===== config.mk =====
export PLATFORM = sky130hd
export DESIGN_NAME = rf_write_arbiter
export DESIGN_NICKNAME = d
export VERILOG_FILES = /design/src/rtl/rf_ctrl_pkg.sv /design/src/rtl/rf_write_arbiter_rr.sv /design/src/rtl/rf_write_arbiter.sv
export SDC_FILE = /design/constraint.sdc
export NUM_CORES = 1
export LEC_CHECK = 0
export BUFFER_PORTS_ARGS = -buffer_cell sky130_fd_sc_hd__clkbuf_2
export CORE_UTILIZATION = 30
export DETAILED_ROUTE_END_ITERATION = 7
export HOLD_SLACK_MARGIN = 0.05
export PLACE_DENSITY_LB_ADDON = 0.12
export RECOVER_POWER = 50
export SETUP_SLACK_MARGIN = 0.3
export SYNTH_ARGS = -nofsm -noshare
export SYNTH_HDL_FRONTEND = slang
export SYNTH_HIERARCHICAL = 1
export SYNTH_SLANG_ARGS = --single-unit

===== constraint.sdc =====
create_clock -name clk -period 4.6 [get_ports clk]
set_input_delay 0.23 -clock clk [delete_from_list [all_inputs] [get_ports clk]]
set_output_delay 0.23 -clock clk [all_outputs]
set_load 0.05 [all_outputs]

===== src/rtl/rf_ctrl_pkg.sv =====
// Shared constants and types for the register-file control slice.
// The writeback arbiter defaults its parameters from these values.
package rf_ctrl_pkg;

    localparam int RF_NREG     = 32;
    localparam int RF_AW       = 5;
    localparam int RF_DW       = 32;
    localparam int RF_NREQ_DEF = 3;

    typedef logic [RF_AW-1:0] rf_addr_t;
    typedef logic [RF_DW-1:0] rf_data_t;

endpackage : rf_ctrl_pkg


===== src/rtl/rf_write_arbiter_rr.sv =====
// Combinational round-robin arbiter.
// Picks the first asserted request starting at ptr_i and wrapping modulo NREQ.
// Returns a one-hot grant and the binary index of the winner.
// When no request is asserted, the grant is all zeros and the index is zero.
module rr_arbiter
    import rf_ctrl_pkg::*;
#(
    parameter int NREQ = RF_NREQ_DEF,
    parameter int PW   = $clog2(NREQ)
) (
    input  logic [NREQ-1:0] req_i,
    input  logic [PW-1:0]   ptr_i,
    output logic [NREQ-1:0] grant_o,
    output logic [PW-1:0]   grant_idx_o
);

    logic found;
    int   idx;

    // Scan the requests in rotated order and keep the first asserted one.
    always_comb begin
        grant_o     = '0;
        grant_idx_o = '0;
        found       = 1'b0;
        idx         = 0;
        for (int k = 0; k < NREQ; k++) begin
            idx = int'(ptr_i) + k;
            if (idx >= NREQ) begin
                idx = idx - NREQ;
            end
            if (!found && req_i[idx]) begin
                found        = 1'b1;
                grant_o[idx] = 1'b1;
                grant_idx_o  = PW'(idx);
            end
        end
    end

endmodule : rr_arbiter


===== src/rtl/rf_write_arbiter.sv =====
// Round-robin arbiter that shares the register file's single write port
// among NREQ writeback requesters, using a valid/ready handshake on each one.
// The winning request is captured into a one-entry output register.
// That register drives A3/WD/WE directly.
// Writes to register 0 are accepted but never raise WE.
// Optional feature macro: RF_WARB_PERF_EN.
// When it is defined, conflict_cnt is a saturating count of cycles
// in which two or more requesters were valid.
module rf_write_arbiter
    import rf_ctrl_pkg::*;
#(
    parameter int NREQ = RF_NREQ_DEF,
    parameter int n    = RF_AW,
    parameter int m    = RF_DW
) (
    input  logic              clk,
    input  logic              rst_n,
    input  logic [NREQ-1:0]   req_valid,
    input  logic [NREQ*n-1:0] req_addr,
    input  logic [NREQ*m-1:0] req_data,
    output logic [NREQ-1:0]   req_ready,
    output logic [n-1:0]      A3,
    output logic [m-1:0]      WD,
    output logic              WE,
    output logic [31:0]       conflict_cnt
);

    localparam int PW = $clog2(NREQ);

    logic [PW-1:0]   ptr_q, ptr_d;
    logic [n-1:0]    a3_q, a3_d;
    logic [m-1:0]    wd_q, wd_d;
    logic            we_q, we_d;
    logic [NREQ-1:0] grant;
    logic [PW-1:0]   grant_idx;
    logic            transfer;
    logic [n-1:0]    sel_addr;
    logic [m-1:0]    sel_data;

    rr_arbiter #(
        .NREQ (NREQ),
        .PW   (PW)
    ) u_rr (
        .req_i       (req_valid),
        .ptr_i       (ptr_q),
        .grant_o     (grant),
        .grant_idx_o (grant_idx)
    );

    // The output stage always accepts.
    // Any grant is therefore a transfer, and ready is masked while reset is held.
    assign req_ready = grant & {NREQ{rst_n}};
    assign transfer  = |grant;
    assign sel_addr  = req_addr[grant_idx*n +: n];
    assign sel_data  = req_data[grant_idx*m +: m];

    // Next pointer and output register contents.
    // Address 0 loads A3/WD but keeps WE low, so r0 is never written.
    always_comb begin
        ptr_d = ptr_q;
        a3_d  = a3_q;
        wd_d  = wd_q;
        we_d  = 1'b0;
        if (transfer) begin
            a3_d = sel_addr;
            wd_d = sel_data;
            we_d = (sel_addr != '0);
            if (grant_idx == PW'(NREQ - 1)) begin
                ptr_d = '0;
            end else begin
                ptr_d = grant_idx + PW'(1);
            end
        end
    end

    // Priority pointer and write-port register, cleared asynchronously.
    always_ff @(posedge clk or negedge rst_n) begin
        if (!rst_n) begin
            ptr_q <= '0;
            a3_q  <= '0;
            wd_q  <= '0;
            we_q  <= 1'b0;
        end else begin
            ptr_q <= ptr_d;
            a3_q  <= a3_d;
            wd_q  <= wd_d;
            we_q  <= we_d;
        end
    end

    assign A3 = a3_q;
    assign WD = wd_q;
    assign WE = we_q;

`ifdef RF_WARB_PERF_EN
    logic [31:0] conflict_q, conflict_d;

    // Count contended cycles, holding at the maximum value instead of wrapping.
    always_comb begin
        conflict_d = conflict_q;
        if (($countones(req_valid) >= 2) && (conflict_q != 32'hFFFF_FFFF)) begin
            conflict_d = conflict_q + 32'd1;
        end
    end

    // Contention counter register.
    always_ff @(posedge clk or negedge rst_n) begin
        if (!rst_n) begin
            conflict_q <= '0;
        end else begin
            conflict_q <= conflict_d;
        end
    end

    assign conflict_cnt = conflict_q;
`else
    assign conflict_cnt = 32'd0;
`endif

endmodule : rf_write_arbiter


# [Yosys cells after proc, flatten, opt, wreduce, memory -nomap -nowiden]
# Index checks and enable logic that the tools add are counted.
[totals] register_bits=40 latch_bits=0 mem_bits_rw=0 rom_bits=0 output_inout_bits=73 elab_cells=63 mem_count=0
[op_classes] add_sub_neg=6 multipliers=1 div=0 n_lt_le_gt_ge=9 eq_ne=1 shifts=2 mux=28 n_bitwise=3 n_reduce_logical=9
[ops] op="$ge A32 B1 Y1 const B" count=3
[ops] op="$lt A32 B4 Y1 const B" count=3
[ops] op="$mux W32" count=3
[ops] op="$shiftx A96 B8 Y32" count=1
[ops] op="$ge A32 B3 Y1 const B" count=2
[ops] op="$sub A32 B3 Y32 const B" count=2
[ops] op="$shiftx A15 B6 Y5" count=1
[ops] op="$mux W1" count=12
[ops] op="$mux W3" count=3
[ops] op="$mux W2" count=4
[ops] op="$bmux W1 S2" count=3
[ops] op="$demux W1 S2" count=3
[ops] op="$or A3 B3 Y3" count=2
[ops] op="$logic_and A1 B1 Y1" count=5
[ops] op="$mul A2 B3 Y5 const B" count=1
[ops] op="$reduce_bool A5 Y1" count=1
[ops] op="$add A2 B1 Y3 const B" count=1
[ops] op="$add A2 B2 Y3 const B" count=1
[ops] op="$and A3 B3 Y3" count=1
[ops] op="$reduce_or A3 Y1" count=1
[ops] op="$sub A2 B2 Y3 const B" count=1
[ops] op="$add A2 B1 Y2 const B" count=1
[ops] op="$eq A2 B2 Y1 const B" count=1
[ops] op="$ge A2 B2 Y1 const B" count=1
[ops] op="$logic_not A1 Y1" count=2

# [Logic depth before layout (Yosys ltp)]
# Gate-level depths: netlist (run 1).
[logic_depth] ltp_word=16 depth_mapped=13 depth_no_buf=10

# [Cells and area by module]
# Netlist (run 1), hierarchy kept.
[by_module_without_submodules] mod="rf_write_arbiter" n_inst=1 cells_per_inst=287 area_each_um2=2472.4 seq_area_each_um2=1001.0
[by_module_without_submodules] mod="rr_arbiter" n_inst=1 cells_per_inst=52 area_each_um2=332.8 seq_area_each_um2=0.0

# [Least setup slack after synthesis (run 1)]
# No wires, ideal clock.
[synth_timing] kind="register -> register" startpoint="register ptr_q[1]" endpoint="register we_q (netlist: WE)" setup_ps=139 arrival_ps=2474 setup_slack_ps=1987 stages_incl_launch_ff=13 path_cell_list="dfrtp_1 -> inv_1 -> ha_1 -> buf_4 -> mux2_2 -> mux2i_1 -> o211ai_1 -> o21ai_0 -> buf_6 -> mux2i_1 -> nor2_1 -> a2111oi_2 -> a31oi_1"
[synth_between] elab_chain_cells=16
[synth_lines] item="from (decl)" line="rf_write_arbiter.sv:30" source="logic [PW-1:0] ptr_q, ptr_d;"
[synth_lines] item="from (signal assigned)" line="rf_write_arbiter.sv:84" source="ptr_q <= ptr_d;"
[synth_lines] item="parallel branches: the longest is 11 deep, another holds $sub A32 B3 Y32"
[synth_lines] item="$mux W2 *" line="rf_write_arbiter_rr.sv:31" source="if (!found && req_i[idx]) begin"
[synth_lines] item="named net grant_idx[1]" line="rf_write_arbiter.sv:35" source="logic [PW-1:0] grant_idx;"
[synth_lines] item="$mul A2 B3 Y5 *" line="rf_write_arbiter.sv:54" source="assign sel_addr = req_addr[grant_idx*n +: n];"
[synth_lines] item="$shiftx A15 B6 Y5 *" line="rf_write_arbiter.sv:54"
[synth_lines] item="$reduce_bool A5 Y1 *" line="rf_write_arbiter.sv:67" source="we_d = (sel_addr != '0);"
[synth_lines] item="$mux W1 *" line="rf_write_arbiter.sv:64" source="if (transfer) begin"
[synth_lines] item="named net we_d" line="rf_write_arbiter.sv:33" source="logic we_q, we_d;"
[synth_lines] item="to (signal assigned)" line="rf_write_arbiter.sv:87" source="we_q <= we_d;"
[synth_lines] item="to (decl)" line="rf_write_arbiter.sv:33"
# Mark *: on every way through the listed nets, which the timed path passes. The select of a mux whose other input is x is not followed.
# A chain may end at the register's enable or synchronous reset.

# [Final worst setup path (run 1)]
# Same ends and word-level chain as after synthesis.

==> results.toml, run 1 <==
[die]
num_rows = 34
fp.dieArea_mm2 = 0.00974
die_w_um = 98.7
fp.dieH_um = 98.7
start_util_pct = 31.6
io_pins = 189
core_area_mm2 = 0.00889

[setup_path]
crit_arrival_ns = 3.74
crit_path_start_kind = "register"
cp_max_fo = 21
critPathCaptureType = "register"
path_class = "reg2reg"
critPathRequiredTime_ns = 4.75
r2r_cells = 11

[timing]
finalWorstSetupSlack_ns = 1.01
tightest_slew_ns = 2.26
fin_crit_sh_pct = 78.0
finalMaxSlewViolations = 44
fin_crit_ns = 3.59
setup_tns_ns = 0
rsz0062_at_grt = "false"
slew_headroom_pct = -50.7
hold_violations = 0
clock_skew_ns = 0.00449
setup_viol = 0
fmax_mhz = 279

[hold_path]
min_delay_path_depth = 3
hold_class = "in2reg"

[clock_network]
numCtsBuffers = 5
path_clk_slew_ns = 0.08
clockBufferDepth = 2
cts-root-buf = "clkbuf_8"
htreeDepth = 2
insertion_delay_ns = 0.29
cts_tree = "yes"
cts_resized = 0
cts_sinks = 40
cts_setup_buffers = 0
hold_buffers = 1

[synthesis]
synthArstFlopShare_pct = 100
yosysWarnings = 6
synth_cell_types = 33
synthFlopType = "dfrtp_1"
yosys_register_bits = 40
syn_inst = 339
synth_edf_count = 0
synth.cell_area_mm2 = 0.00281
synth.yosys.seq_area_share_pct = 35.7
avgSynthCellArea_um2 = 8.27

[route]
drt_iter0_markers = 62
firstDrtPassIters = 4
avgViaCountPerCell = 4.62
antenna_left = 0
vias = 2735
drc = 0
wire_per_inst_um = 12.7
wl_mm = 7.54

[placed_design]
io_buffers = 156
dpl_cell_area_mm2 = 0.00351
dpl_worst_slack_ns = 1.01
dpl.hpwl_mm = 5.53
gp_routability_congestion = 0.825

[cells_and_area]
diodes = 0
drive_gt1_share_pct = 32.0
fin_area_mm2 = 0.00362
num-nets-final = 603
area_growth_pct = 29.0

[run_status]
violations = "max-capacitance violations, max-slew violations"
status = "finished with violations"

[global_route]
antenna_found_initial = 0
grt_use_total_pct = 15.5
grt_overflow = 0
grt_pass1_vias = 2600
grt_max_degree = 47
grt_first_pass_wirelength_mm = 12.0

[run]
maxCapViolCount = 1
[cell usage in the layout (no fill, tap or decap), types with 2 or more instances in the layout]
master	n
clkbuf_2	136
nor2_1	75
a21oi_1	72
dfrtp_1	40
mux2i_1	39
conb_1	32
clkbuf_1	21
nand2_1	7
clkbuf_8	7
inv_1	6
o21ai_0	6
ha_1	4
and2_1	3
a31oi_1	3
mux2_2	3
buf_4	3
o22ai_1	3
o2bb2ai_1	2
nor3_1	2
and2b_1	2
a221oi_1	2
[state kept, by name, indices dropped and copies added, names as in the netlist]
| signal | count |
|---|---|
| ptr_q | 2 |
| A3 | 5 |
| WE | 1 |
| WD | 32 |
[cells in the mapped netlist, drive strengths merged (2+ instances only)]
cell type | n | share of area [%]
a21oi | 73 | 13
a221oi | 2 | 0.62
a31oi | 3 | 0.67
and2 | 3 | 0.67
and2b | 2 | 0.54
buf | 54 | 14
dfrtp | 40 | 36
ha | 4 | 1.8
inv | 6 | 0.80
mux2 | 3 | 1.2
mux2i | 39 | 14
nand2 | 7 | 0.94
nor2 | 75 | 10
nor2b | 2 | 0.45
nor3 | 2 | 0.36
o21ai | 7 | 1.2
o22ai | 3 | 0.67
o2bb2ai | 2 | 0.62
[cell families after synthesis]
kind of cell | synth area share [%]
mux | 15.1
simple gates | 13.9
compound gates | 18.8
fa+ha+maj | 1.78
buf+inv | 14.6
flops | 35.7
other cells | 0.134
[final timing paths]
path	slack, ns	startpoint	endpoint
max	1.01	ptr_q[1]	WE
min	0.23	req_data[36]	WD[4]
max reg2reg	1.01	ptr_q[1]	WE
min reg2reg	0.52	A3[3]	A3[3]
max in group asynchronous	2.08	rst_n	WD[14]
min in group asynchronous	1.24	rst_n	WD[25]
[through the flow]
stage                     instances  util, %  hold slack (ns)
after global placement          583     39.5            0.344
after detailed placement        583     39.5            0.350
after floorplan                 370        -          -0.0656
after global routing            592     40.7            0.229
after CTS                       592     41.0            0.221
final                           592     40.7            0.228
[layer usage]
metal | wire length (um) | track usage [%] | share of wire (%) | up-vias
met4 | 72 | 4.02 | 0.96 | 0
li1 | - | - | - | 1380
met1 | 3270 | 18.4 | 43 | 1217
met5 | 0 | 0 | 0 | -
met2 | 3640 | 27.7 | 48 | 131
met3 | 552 | 4.26 | 7.3 | 7
[final cells by class]
cell class              count  area, um^2
multi-input cells         269        1540
repair buffers            161         792
flip-flops and latches     40        1000
well taps                 108         135
fillers                   939        5270
clock inverters             1        30.0
inverters                   6        22.5
clock buffers               7        96.3
[critical path, cell delays in order (launching register included)]
cell and delay (ns):
dfrtp_1 0.41, inv_1 0.08, ha_1 0.37, mux2_2 0.38
mux2i_1 0.37, o211ai_1 0.22, o21ai_4 0.38, buf_4 0.47
mux2i_1 0.23, nor2_1 0.07, a2111oi_2 0.34, a31oi_1 0.12
Power of run 1 is left out: the tool's default activity adds up to more than one toggle a clock period on the data nets, which glitch-free logic cannot reach.
==> inputs of run 2 (changes only) <==
Clock period 4.6 ns to 3.1 ns, I/O delays scaled along.
==> run 2 against run 1 <==
The flow now finishes without violations. Critical path depth down 3. Flip-flop and latch count unchanged. Cell count up 1.2%. Non-clock buffer count up 8. Design area up 3.1%. Global-route usage about the same. Critical endpoint is now req_ready[0]. Largest cell class unchanged. Highest routed layer unchanged.
==> results.toml, run 2 (synthesis results as in run 1) <==
[run]
maxCapViolCount = 0

[cells_and_area]
diodes = 0
num-nets-final = 611
multiInputGateArea_mm2 = 0.00158
largest_reg_flops = 32
layout_common_cells = "134 x clkbuf_2, 75 x nor2_1, 72 x a21oi_1, 40 x dfrtp_1, 38 x mux2i_1"
drive_gt1_share_pct = 33.6
area_growth_pct = 33.1
regArea_mm2 = 0.00100
final_common_cell = "clkbuf_2"
n_fill_cell = 919

[global_route]
grt_use_total_pct = 15.5
gr-usage-met2_pct = 27.8
antenna_found_initial = 0
grt_use_met3_pct = 4.61
grt_max_degree = 48
grtUsageMet1_pct = 17.7
busiest_layer = "met2"
grt_overflow = 0
grt_first_pass_wirelength_mm = 11.9
grt_pass1_vias = 2626

[setup_path]
crit_path_start_kind = "register"
crit_arrival_ns = 2.52
critPathCaptureType = "primary output"
cp_max_fo = 10
crit_chain = "inv_1 > ha_2 > or3b_1 > o22ai_1 > nand3_1 > a31oi_2 > and2_1 > buf_2"
path_class = "reg2out"
cpPeakStageDelay_ns = 0.42
critPathRequiredTime_ns = 2.94
cpMaxStageDelayCell = "dfrtp_1"

[clock_network]
clockBufferDepth = 2
htreeDepth = 2
numCtsBuffers = 5
path_clk_slew_ns = 0.08
cts-root-buf = "clkbuf_8"
cts_sinks = 40
cts_tree = "yes"
insertion_delay_ns = 0.30

[route]
vias = 2784
wire_per_inst_um = 12.6
antenna_left = 0
avgViaCountPerCell = 4.65
firstDrtPassIters = 4
drt_iter0_markers = 59
drc = 0
wl_mm = 7.55

[timing]
setup_tns_ns = 0
fmax_mhz = 374
fin_crit_ns = 2.67
finalMaxSlewViolations = 0
tightest_slew_ns = 0.622
hold_violations = 0
fin_crit_sh_pct = 86.2
rsz0062_at_grt = "false"
setup_viol = 0
slew_headroom_pct = 58.7
clock_skew_ns = 0.00510

[die]
num_rows = 34
core_area_mm2 = 0.00889
io_pins = 189
start_util_pct = 31.6
die_w_um = 98.7
fp.dieH_um = 98.7
fp.dieArea_mm2 = 0.00974

[placed_design]
dpl.hpwl_mm = 5.86
gp_routability_congestion = 0.832
io_buffers = 156

[run_status]
status = "finished, final reports clean"

[hold_path]
hold_class = "in2reg"
-- run 2: cell count changes in the layout (fill, tap and decap cells not counted), moves of 2 or more --
cell / previous run / this run
buf_6: 0 / 2
buf_12: 0 / 4
buf_4: 3 / 6
clkbuf_8: 7 / 5
clkbuf_2: 136 / 134
-- run 2: per-layer routing --
metal | routed length, um | up-vias | share of wire [%]
li1 | - | 1394 | -
met1 | 3040 | 1236 | 40
met2 | 3800 | 148 | 50
met3 | 637 | 6 | 8.4
met4 | 77 | 0 | 1.0
met5 | 0 | - | 0
-- run 2: path summary, 6_finish.rpt --
check / start / to / slack [ns] / cells after the start
min in group asynchronous: rst_n / ptr_q[0] / 0.66 / 3
worst min register to register: A3[3] / A3[3] / 0.53 / 1
worst min-delay path: req_data[63] / WD[31] / 0.15 / 3
worst max-delay path: ptr_q[0] / req_ready[0] / 0.43 / 8
worst max register to register: ptr_q[0] / WE / 0.48 / 10
max in group asynchronous: rst_n / WD[4] / 2.09 / 3
-- run 2: area by class of cell --
| type | count | share of cell area [%] |
|---|---|---|
| Multi-Input combinational cell | 269 | 42.3 |
| Tap cell | 108 | 3.62 |
| Timing Repair Buffer | 169 | 24.4 |
| Clock buffer | 5 | 1.84 |
| Clock inverter | 2 | 0.335 |
| Inverter | 6 | 0.603 |
| Sequential cell | 40 | 26.8 |
-- run 2: stage by stage --
step / cell area (um^2) / hold WS (ns) / utilization [%] / instances / setup WS, ns
finish: 3730 / 0.146 / 42.0 / 599 / 0.429
global placement: 3580 / 0.378 / 40.3 / 591 / 0.226
CTS: 3680 / 0.139 / 41.4 / 599 / 0.306
global route: 3730 / 0.143 / 42.0 / 599 / 0.294
floorplan: 2920 / -0.141 / - / 370 / 0.487
detailed placement: 3580 / 0.357 / 40.3 / 591 / 0.210
-- run 2: critical path: cells and delay by family, from the launching register on --
family | cells | cell delay (ns)
AO/OA/AOI/OAI | 2 | 0.41
adder cells (fa/ha/maj) | 1 | 0.34
buffers and inverters | 2 | 0.35
flip-flops | 1 | 0.42
AND/OR/NAND/NOR | 3 | 0.69
-- run 2: timing repair --
| item | 4_1_cts | 5_1_grt |
|---|---|---|
| buffers inserted | 0 | 0 |
| gates resized for setup | 3 | 17 |
| endpoints found under the setup margin | 25 | 39 |
| hold buffers | 1 | 0 |
| endpoints found under the hold margin | 40 | 0 |
Power of run 2 is left out for the same reason.
==> inputs of run 3 (changes only) <==
Settings changed: RECOVER_POWER 50 to 100.
==> run 3 against run 2 <==
Fmax decreased by 2.9%. Critical path depth is 2 higher. Global-route usage did not move. Sequential share of layout area up 0.26 points. Clock-buffer cell count did not move. Die area unchanged. Non-clock buffer count did not move. Worst setup slack worse by 0.081 ns. First-iteration DRC count shrank 3.4%. Register-to-register slack got worse by 0.13 ns. Hold slack got worse by 0.00077 ns. Highest routed layer unchanged.
==> results.toml, run 3 (synthesis results as in run 1) <==
[clock_network]
numCtsBuffers = 5
cts-root-buf = "clkbuf_8"
cts_tree = "yes"
path_clk_slew_ns = 0.08
cts_sinks = 40
clockBufferDepth = 2
cts_setup_buffers = 0
htreeDepth = 2
insertion_delay_ns = 0.30

[global_route]
grt_pass1_vias = 2626
grt_max_degree = 48
grt_use_total_pct = 15.5
antenna_found_initial = 0
grt_overflow = 0
grt_first_pass_wirelength_mm = 11.9

[setup_path]
critPathRequiredTime_ns = 3.26
critPathCaptureType = "register"
crit_arrival_ns = 2.91
r2r_slack_ns = 0.35
crit_path_start_kind = "register"
cp_max_fo = 7
path_class = "reg2reg"

[timing]
slew_headroom_pct = 57.6
setup_tns_ns = 0
setup_viol = 0
fin_crit_ns = 2.75
hold-worst-slack_ns = 0.145
rsz0062_at_grt = "false"
fin_crit_sh_pct = 88.8
finalMaxSlewViolations = 0
clock_skew_ns = 0.00646
hold_violations = 0
tightest_slew_ns = 0.638
fmax_mhz = 363

[cells_and_area]
layout_common_cells = "115 x clkbuf_2, 75 x nor2_1, 72 x a21oi_1, 40 x dfrtp_1, 40 x clkbuf_1"
largest_reg_flops = 32
fin_util_pct = 41.6
drive_gt1_share_pct = 29.5
num-nets-final = 611
diodes = 0
area_growth_pct = 31.8
final_common_cell = "clkbuf_2"

[placed_design]
io_buffers = 156
gp_routability_congestion = 0.832
dpl.hpwl_mm = 5.86

[route]
firstDrtPassIters = 4
drt_iter0_markers = 57
avgViaCountPerCell = 4.65
wl_mm = 7.53
antenna_left = 0
vias = 2786
wire_per_inst_um = 12.6
drc = 0

[power_and_ir_drop]
power.total_w = 0.00545
vdd_ir_drop_max_uv = 564
power.density_mw_per_mm2 = 1470
cellLeakagePower_nw = 1.77

[die]
core_area_mm2 = 0.00889
fp.dieH_um = 98.7
fp.dieArea_mm2 = 0.00974
start_util_pct = 31.6
num_rows = 34
io_pins = 189
die_w_um = 98.7

[run]
maxCapViolCount = 0

[run_status]
status = "finished, final reports clean"

[hold_path]
hold_class = "in2reg"
[run 3: report_power, final]
part / leakage, nW / switching, W / internal, W
Sequential: 0.466 / 0.000145 / 0.000848
Clock: 0.0400 / 0.000188 / 0.000152
Combinational: 1.26 / 0.00279 / 0.00132
[run 3: worst paths after layout]
| kind | from | cells after the start | to |
|---|---|---|---|
| max | ptr_q[1] | 10 | WE |
| min | req_data[63] | 3 | WD[31] |
| max reg2reg | ptr_q[1] | 10 | WE |
| min reg2reg | A3[2] | 1 | A3[2] |
| max in group asynchronous | rst_n | 3 | WD[4] |
| min in group asynchronous | rst_n | 3 | ptr_q[0] |
[run 3: critical path, cell delays in order, from the launching register on]
cell and delay, ns:
dfrtp_1 0.40, inv_1 0.08, ha_1 0.26, and2b_1 0.31, mux2i_4 0.11, buf_4 0.15, o21ai_2 0.47, mux2i_1 0.27
nor2_1 0.10, a2111oi_4 0.36, a31oi_1 0.12
[run 3: per-layer routing]
| layer | share of wire [%] | track usage [%] |
|---|---|---|
| met1 | 40 | 17.7 |
| met2 | 51 | 27.8 |
| met3 | 8.2 | 4.61 |
| met4 | 1.0 | 4.94 |
| met5 | 0 | 0 |
[run 3: through the flow]
step           area (um^2)  worst slack, ns  instances
3_5_place_dp          3580            0.210        591
6_report              3700            0.348        599
4_1_cts               3680            0.306        599
2_1_floorplan         2920            0.487        370
5_1_grt               3700            0.171        599
3_3_place_gp          3580            0.226        591
[run 3: timing repair]
action                                 in CTS  in global routing
endpoints found under the hold margin      40                  0
hold buffers                                1                  0
setup endpoints to repair                  25                 39
resized for setup                           3                 17
[run 3: area by class of cell]
cell class,count,area [um^2]
fill,937,5190
multi-input combinational,269,1570
sequential,40,1000
timing repair buffer,169,888
tap,108,135
clock buffer,5,68.8
inverter,6,22.5
clock inverter,2,12.5
(Power assumes the default switching activity.)
